File: src/rtl/regfile_pkg.sv
// Shared constants for the register file with busy scoreboard.
package regfile_pkg;

    localparam int RF_W     = 32;
    localparam int RF_DEPTH = 32;
    localparam int RF_AW    = 5;
    localparam int RF_NR    = 2;

    localparam int REG_ZERO = 0;

endpackage

File: src/rtl/regfile_read_port.sv
// One combinational read port: register mux, register-0 forcing and, when
// REGFILE_BYPASS_EN is defined, same-cycle write bypass with busy override.
module regfile_read_port
    import regfile_pkg::*;
#(
    parameter int W     = RF_W,
    parameter int DEPTH = RF_DEPTH,
    parameter int AW    = RF_AW
) (
    input  logic [DEPTH-1:0][W-1:0] regs_i,
    input  logic [DEPTH-1:0]        busy_i,
    input  logic [AW-1:0]           rd_addr_i,
`ifdef REGFILE_BYPASS_EN
    input  logic                    wr_en_i,
    input  logic [AW-1:0]           wr_addr_i,
    input  logic [W-1:0]            wr_data_i,
`endif
    output logic [W-1:0]            rd_data_o,
    output logic                    rd_busy_o
);

    logic is_zero;

`ifdef REGFILE_BYPASS_EN
    logic hit;
    assign hit = wr_en_i && (wr_addr_i != AW'(REG_ZERO)) && (wr_addr_i == rd_addr_i);
`endif

    assign is_zero = (rd_addr_i == AW'(REG_ZERO));

    always_comb begin
        rd_data_o = is_zero ? '0 : regs_i[rd_addr_i];
        rd_busy_o = !is_zero && busy_i[rd_addr_i];
`ifdef REGFILE_BYPASS_EN
        // Forwarded data satisfies the consumer, so it must not stall.
        if (hit) begin
            rd_data_o = wr_data_i;
            rd_busy_o = 1'b0;
        end
`endif
    end

endmodule

File: src/rtl/regfile_sb.sv
// MIPS register file: NR read ports, one write port, per-register busy
// scoreboard with WAW error pulse. Optional bypass: define REGFILE_BYPASS_EN.
module regfile_sb
    import regfile_pkg::*;
#(
    parameter int W     = RF_W,
    parameter int DEPTH = RF_DEPTH,
    parameter int AW    = RF_AW,
    parameter int NR    = RF_NR
) (
    input  logic              CLK,
    input  logic              reset,
    input  logic [NR*AW-1:0]  rd_addr,
    output logic [NR*W-1:0]   rd_data,
    output logic [NR-1:0]     rd_busy,
    input  logic              wr_en,
    input  logic [AW-1:0]     wr_addr,
    input  logic [W-1:0]      wr_data,
    input  logic              issue_en,
    input  logic [AW-1:0]     issue_addr,
    output logic [AW:0]       busy_cnt,
    output logic              err_waw
);

    logic [DEPTH-1:0][W-1:0] regs_q;
    logic [DEPTH-1:0]        busy_q, busy_d;
    logic [AW:0]             cnt_q, cnt_d;
    logic                    err_q, err_d;
    logic                    wr_ok;

    assign wr_ok = wr_en && (wr_addr != AW'(REG_ZERO));

    // A coinciding issue wins over the clear: the new producer is in flight.
    always_comb begin
        busy_d    = '0;
        for (int a = 1; a < DEPTH; a++) begin
            busy_d[a] = (issue_en && (issue_addr == AW'(a)))
                     || (busy_q[a] && !(wr_en && (wr_addr == AW'(a))));
        end
        cnt_d = '0;
        for (int a = 0; a < DEPTH; a++) begin
            cnt_d = cnt_d + {{AW{1'b0}}, busy_d[a]};
        end
        err_d = issue_en && (issue_addr != AW'(REG_ZERO)) && busy_q[issue_addr]
             && !(wr_en && (wr_addr == issue_addr));
    end

    always_ff @(posedge CLK) begin
        if (reset) begin
            regs_q <= '0;
            busy_q <= '0;
            cnt_q  <= '0;
            err_q  <= 1'b0;
        end else begin
            if (wr_ok) begin
                regs_q[wr_addr] <= wr_data;
            end
            busy_q <= busy_d;
            cnt_q  <= cnt_d;
            err_q  <= err_d;
        end
    end

    assign busy_cnt = cnt_q;
    assign err_waw  = err_q;

    for (genvar i = 0; i < NR; i++) begin : g_rd
        regfile_read_port #(
            .W     (W),
            .DEPTH (DEPTH),
            .AW    (AW)
        ) u_port (
            .regs_i    (regs_q),
            .busy_i    (busy_q),
            .rd_addr_i (rd_addr[i*AW +: AW]),
`ifdef REGFILE_BYPASS_EN
            .wr_en_i   (wr_en),
            .wr_addr_i (wr_addr),
            .wr_data_i (wr_data),
`endif
            .rd_data_o (rd_data[i*W +: W]),
            .rd_busy_o (rd_busy[i])
        );
    end

endmodule
File: config.mk
export PLATFORM = sky130hd
export DESIGN_NAME = regfile_sb
export DESIGN_NICKNAME = d
export VERILOG_FILES = /design/src/rtl/regfile_pkg.sv /design/src/rtl/regfile_read_port.sv /design/src/rtl/regfile_sb.sv
export SDC_FILE = /design/constraint.sdc
export NUM_CORES = 2
export LEC_CHECK = 0
export ABC_AREA = 1
export CAP_MARGIN = 40
export CORE_MARGIN = 10
export CORE_UTILIZATION = 64
export CTS_BUF_LIST = sky130_fd_sc_hd__clkbuf_8
export DETAILED_ROUTE_END_ITERATION = 6
export PLACE_DENSITY = 0.81
export SETUP_SLACK_MARGIN = 0.15
export SLEW_MARGIN = 20
export SYNTH_ARGS = -nofsm -noshare
export SYNTH_HDL_FRONTEND = slang
export SYNTH_SLANG_ARGS = --single-unit
export TNS_END_PERCENT = 50
File: constraint.sdc
create_clock -name CLK -period 7.6 [get_ports CLK]
set_clock_uncertainty 0.15 [all_clocks]
set_input_delay 1.52 -clock CLK [delete_from_list [all_inputs] [get_ports CLK]]
set_output_delay 1.52 -clock CLK [all_outputs]
set_load 0.005 [all_outputs]
Word-level counts from Yosys, hierarchy flattened

Index checks and enable logic that the tools add are counted.

Output and inout port bits: 73
Input port bits: 56
Word-level logic and storage cells: 319
Flip-flop bits (word level): 1063

Add/sub/neg operators: 30
Multiplexer cells: 15
$lt $le $gt $ge: 5
Eq/ne operators: 63
Reduce and logical (&&, ||, !) cells: 170

Operators with widths:

| cell                                                                  | count |
|---|---|
| 1024-bit bitwise mux                                                  | 1 |
| 32-bit binary-select mux with 5-bit select                            | 2 |
| 32-bit demux with 5-bit select                                        | 1 |
| 5-bit equality test, second input constant                            | 32 |
| 32-bit 2-to-1 mux                                                     | 5 |
| 6-bit by 1-bit adder with 6-bit output                                | 25 |
| 1-bit logical AND                                                     | 101 |
| 5-bit by 4-bit equality test with 1-bit output, second input constant | 16 |
| 5-bit by 3-bit equality test with 1-bit output, second input constant | 8 |
| 1-bit zero test                                                       | 34 |
| 1-bit logical OR                                                      | 31 |
| 5-bit by 6-bit < comparator with 1-bit output, second input constant  | 4 |
| 5-bit by 2-bit equality test with 1-bit output, second input constant | 4 |
| 1-bit binary-select mux with 5-bit select                             | 3 |
| 5-bit by 1-bit equality test with 1-bit output, second input constant | 2 |
| 5-bit zero test                                                       | 2 |
| 5-bit nonzero test                                                    | 2 |
| 5-bit by 1-bit adder with 6-bit output                                | 1 |
| 4-bit by 1-bit adder with 5-bit output                                | 1 |
| 5-bit equality test                                                   | 1 |
| 5-bit by 1-bit >= comparator with 1-bit output, second input constant | 1 |
| 3-bit by 1-bit adder with 4-bit output                                | 1 |
| 2-bit by 1-bit adder with 3-bit output                                | 1 |
| 1-bit 2-to-1 mux                                                      | 3 |
| 1-bit by 1-bit adder with 2-bit output                                | 1 |

Longest topological paths before layout

Word-level depth: 35
Gate-level depth with buffers: 24
Mapped depth without buffers: 23

By module

From an unflattened synthesis, not the netlist that was laid out.

Cells, all modules: 9062
Area total of the unflattened synthesis: 57735.4 µm²

By module, submodules not included:

| module            | times used | area an instance (µm²) | cells an instance | seq. area each (µm²) |
|---|---|---|---|---|
| regfile_sb        | 1          | 35446.5                | 3984              | 21260.4 |
| regfile_read_port | 2          | 11144.4                | 2539              | 0.0 |

Least setup slack after synthesis

No wires, ideal clock.

Path type: input to register
Start: in issue_addr[0]
End: reg cnt_q[4] (netlist: busy_cnt[4])
Data required time: 7.380 ns
Setup slack: 0.844 ns
Setup time: 0.070 ns
Data arrival time: 6.536 ns
Cell stages on the path: 24
Buffers on the path: 2
Cells stage by stage: clkbuf_1 -> clkbuf_1 -> nor2_1 -> inv_1 -> nor2_1 -> nand2_1 -> nand2_1 -> fa_1 -> inv_1 -> fa_1 -> fa_1 -> inv_1 -> fa_1 -> fa_1 -> inv_1 -> fa_1 -> fa_1 -> inv_1 -> fa_1 -> nand2_1 -> nand2_1 -> a21oi_1 -> o21ai_0 -> a21oi_1

Elaborated cells between the ends (all ways): 123
Those cells by class: add/sub (30); eq/ne (31); reduce/logical (62)

RTL lines:

| element                                              | RTL line         | text |
|---|---|---|
| start: declaration                                   | regfile_sb.sv:20 | `input logic [AW-1:0] issue_addr,` |
| 5-bit equality test                                  | regfile_sb.sv:37 | `busy_d[a] = (issue_en && (issue_addr == AW'(a)))` |
| 1-bit logical AND                                    | regfile_sb.sv:37 |  |
| 1-bit logical OR                                     | regfile_sb.sv:38 | `\|\| (busy_q[a] && !(wr_en && (wr_addr == AW'(a))));` |
| named net busy_d[24]                                 | regfile_sb.sv:26 | `logic [DEPTH-1:0] busy_q, busy_d;` |
| 6-bit by 1-bit adder with 6-bit output (8 in series) | regfile_sb.sv:42 | `cnt_d = cnt_d + {{AW{1'b0}}, busy_d[a]};` |
| end signal: assignment                               | regfile_sb.sv:59 | `cnt_q <= cnt_d;` |
| end: declaration                                     | regfile_sb.sv:27 | `logic [AW:0] cnt_q, cnt_d;` |

The timed path passes the listed nets, and every way through them passes these cells.
A chain may end at the register's enable or synchronous reset.

Worst setup path after layout

Start: in wr_addr[2]
End: reg cnt_q[4] (netlist: busy_cnt[4])

Elaborated cells between the ends (all ways): 185
Those cells by class: add/sub (30); eq/ne (31); reduce/logical (124)

RTL lines:

| element                                               | RTL line         | text |
|---|---|---|
| start: declaration                                    | regfile_sb.sv:17 | `input logic [AW-1:0] wr_addr,` |
| 5-bit by 3-bit equality test with 1-bit output        | regfile_sb.sv:38 |  |
| 1-bit logical AND                                     | regfile_sb.sv:38 |  |
| 1-bit zero test                                       | regfile_sb.sv:38 |  |
| 1-bit logical AND                                     | regfile_sb.sv:38 |  |
| 1-bit logical OR                                      | regfile_sb.sv:38 |  |
| named net busy_d[6]                                   | regfile_sb.sv:26 |  |
| 5-bit by 1-bit adder with 6-bit output                | regfile_sb.sv:42 |  |
| 6-bit by 1-bit adder with 6-bit output (25 in series) | regfile_sb.sv:42 |  |

The timed path passes the listed nets, and every way through them passes these cells.

==> impl_results.rst <==
.. list-table::
   :header-rows: 1

   * - Metric
     - Value
   * - Transition time of the tightest slew-check pin
     - roughly 1200 ps
   * - Full die area
     - 101,000 um^2
   * - Area share of the largest cell type after synthesis
     - between 30% and 40%
   * - Commonest non-fill, non-tap cell in the layout
     - nand2_1
   * - Hold depth
     - 2
   * - Number of global-route vias before repair
     - 58,200
   * - Total global routing overflow
     - 0
   * - DR WL/cell
     - 22.4 um
   * - Num Clock Sinks
     - roughly 1,100
   * - Worst vdd rail ir drop
     - between 0.2 and 0.25 mV
   * - Num rows
     - around 110
   * - Synthesized netlist net count
     - between 9,000 and 10,000
   * - Summed instance area of the synthesized netlist
     - 56,600 um^2
   * - Pleak
     - about 25 nW
   * - Switching Fraction
     - between 20% and 30%
   * - Pin count of the biggest net entering global routing
     - 284
   * - Die outline height
     - approximately 320 um
   * - Total setup violations reported at the end of the flow
     - 0
   * - Start-to-end type of the worst setup path
     - input pin to flop
   * - Critical hold path startpoint
     - regs_q[28]$_SDFFE_PP0P_
   * - Maximum clock path buffer count
     - 3
   * - Total negative setup slack
     - 0 ps
   * - Final critical-path share of the clock period
     - between 80 and 90%
   * - Library cell with the largest summed area after synthesis
     - dfxtp_1
   * - Total global routing track utilization
     - between 40% and 50%
   * - Weighted congestion at the end of routability-driven global placement
     - around 0.95
   * - Worst reg2reg startpoint
     - busy_q[18]$_SDFF_PP0_
   * - Unique cell type count in the Yosys netlist
     - 31
   * - Reg clk slew, reported paths
     - about 60 ps
   * - Gate count of the mapped netlist
     - 8,942
   * - Number of detailed-route iterations in the first pass
     - 7
   * - Total design power
     - 12.9 mW
   * - Cell internal pwr
     - between 9 and 10 mW
   * - Effective utilization at floorplan
     - between 60% and 70%
   * - Via/cell ratio
     - ~6.5
   * - Fraction of power consumed by sequential logic
     - 44.0%
   * - Required time worst endpoint
     - approximately 8300 ps
   * - Layout Area Growth over Synthesis
     - 10.2%
   * - Net count of the finished layout
     - between 8,000 and 9,000
   * - Max Fclk
     - around 150 MHz
   * - Chip Width
     - between 300 and 400 um
   * - Number of vias in the routed layout
     - about 64,000
   * - Proportion of synthesized chip area in sequential cells
     - between 30% and 40%
   * - Post-DP HPWL
     - around 120,000 um
   * - IO Pins
     - ~130
   * - Initial detailed-routing violation count
     - between 10,000 and 15,000
   * - Combinational share of power
     - 13.1%
   * - H-tree depth
     - 4
   * - Synthesized area divided by synthesized cell count
     - roughly 6.3 um^2
   * - Yosys reg bits
     - between 1,000 and 1,500
   * - Count of endpoints failing hold in the final timing report
     - 0
   * - TritonCTS clock tree
     - built
   * - YS warnings
     - 0
   * - CTS-repair resized insts
     - 0
   * - Post-route antenna net violation count
     - 0
   * - Maximum fanout count along the critical path
     - 6
   * - Root buffer cell
     - clkbuf_8
   * - Global-route wire length before repair
     - approximately 330,000 um
   * - Worst-Skew Late Latency
     - between 800 and 900 ps
   * - Number of max-capacitance violations reported
     - 0
   * - Post-layout minimum cycle time
     - 6590 ps
   * - Total Wirelength
     - roughly 220,000 um
   * - Worst hold path type
     - flop to flop
   * - Cts-stage hold buffer count
     - 0
   * - IO Port Bufs
     - ~130
   * - Power per standard cell area
     - between 200 and 250 nW/um^2
   * - R2r setup slk
     - about 2400 ps
   * - Number of setup buffers added after CTS
     - 0
   * - Cell types with the largest area share after synthesis
     - dfxtp_1 38%, nand2_1 18%, nand3_1 12%, a21oi_1 10%, o21ai_0 8.2%
   * - Number of pins exceeding their max-slew limit in the final report
     - 0
   * - Share of layout cells above drive strength 1
     - between 6 and 7%
   * - TritonCTS buffer count
     - ~180
   * - Data arrival time of the worst path
     - slightly above 7000 ps
   * - Cell count of the worst reg-to-reg path
     - 19
   * - Outcome
     - complete, no violations
   * - Setup repair after global routing missed its margin
     - no
   * - Most frequent cells in the layout
     - 2,640 x nand2_1, 1,410 x nand3_1, 1,141 x a21oi_1
   * - Core region area
     - a little under 90,000 um^2
   * - Initial antenna violation count
     - 9
   * - Worst slew margin
     - between 20% and 30%
   * - Switching power summed over all nets
     - between 3 and 4 mW
   * - Clock group share of total power
     - a little over two fifths
   * - Worst reg2reg path endpoint
     - busy_cnt[4]$_SDFF_PP0_
   * - Remaining routing DRC violations
     - 0
   * - Worst Setup Start Kind
     - input pin
   * - End point of the worst hold path
     - regs_q[28]$_SDFFE_PP0P_
   * - Critical Path Sink Type
     - flop
## state kept, by name (all words and copies together), names as in the netlist
name,count
regs_q,1024
busy_q,31
busy_cnt,6
err_waw,1
## power groups by stage
stage	registers [mW]	clock network [mW]	logic, mW
finish	5.69	5.56	1.69
global route	5.70	5.78	1.77
CTS	5.69	5.53	1.61
detailed placement	5.81	0	1.60
global placement	5.81	0	1.54
floorplan	5.80	0	0.975
## cells in the mapped netlist (all sizes together)
library cell and count:
nand2 2640, nand3 1418, o21ai 1184, a21oi 1141
dfxtp 1062, clkbuf 525, nor2 373, buf 344
inv 185, fa 23, a22oi 10, clkinv 9
ha 7, nor3 7, o211ai 6, o31ai 2
xnor2 2, a31oi 1, a32oi 1, nand3b 1
nand4 1
## through the flow
stage	area, um^2	hold slack, ps	setup WS, ps	std cells	util, %
floorplan	56600	266	844	8942	-
global placement	57300	274	76.6	9506	65.6
detailed placement	58300	276	123	9558	66.8
CTS	62200	287	1010	9884	71.3
global route	62300	302	620	9895	71.4
finish	62300	288	1010	9896	71.4
## worst max-delay path, cell delays in order
cell             delay, ps
clkdlybuf4s50_1        650
inv_2                  120
nor3_2                 260
inv_1                  140
o21ai_0                230
nand2_1                120
fa_1                   520
fa_1                   560
fa_1                   430
fa_1                   460
fa_1                   500
inv_1                   50
fa_1                   490
fa_1                   170
inv_1                   70
fa_1                   440
nand2_1                 70
nand2_1                 50
a21oi_1                150
o21ai_0                 90
a21oi_1                140
## worst max-delay path by stage
stage          slack, ps          start                endpoint
5_1_grt              620     wr_addr[2]  busy_cnt[4]$_SDFF_PP0_
2_1_floorplan        840  issue_addr[0]  busy_cnt[4]$_SDFF_PP0_
4_1_cts             1010     wr_addr[2]  busy_cnt[4]$_SDFF_PP0_
6_report            1010     wr_addr[2]  busy_cnt[4]$_SDFF_PP0_
3_3_place_gp          80     wr_addr[2]  busy_cnt[4]$_SDFF_PP0_
3_5_place_dp         120     wr_addr[2]  busy_cnt[4]$_SDFF_PP0_
## logic make-up (layout without fill, tap and decap cells)
family,count (synthesis),count (layout),share of synthesized area [%]
adders and majority gates,30,30,0.969
other,0,5,0
and+or+nand+nor,4440,4440,32.9
DFF,1062,1062,37.6
AOI/OAI and AO/OA,2345,2345,20.8
buffers and inverters,1063,857,7.66
xor gates and xnor gates,2,2,0.0310
## layout make-up
class / count / area (um^2)
clock buffer: 237 / 3260
fill: 7508 / 25000
tap: 1155 / 1450
inverter: 194 / 781
antenna: 5 / 12.5
timing repair buffer: 337 / 3890
multi-input combinational: 6817 / 31000
sequential: 1062 / 21300
clock inverter: 89 / 632
## routing by layer
layer | up-vias | global-route usage, % | share of wire (%)
met5 | - | 0 | 0.031
met4 | 6 | 25.1 | 6.4
met3 | 1080 | 11.9 | 16
met2 | 5030 | 62.2 | 41
met1 | 28600 | 53.8 | 36
li1 | 29200 | - | -
No activity file was read; power rests on OpenSTA's default activity.
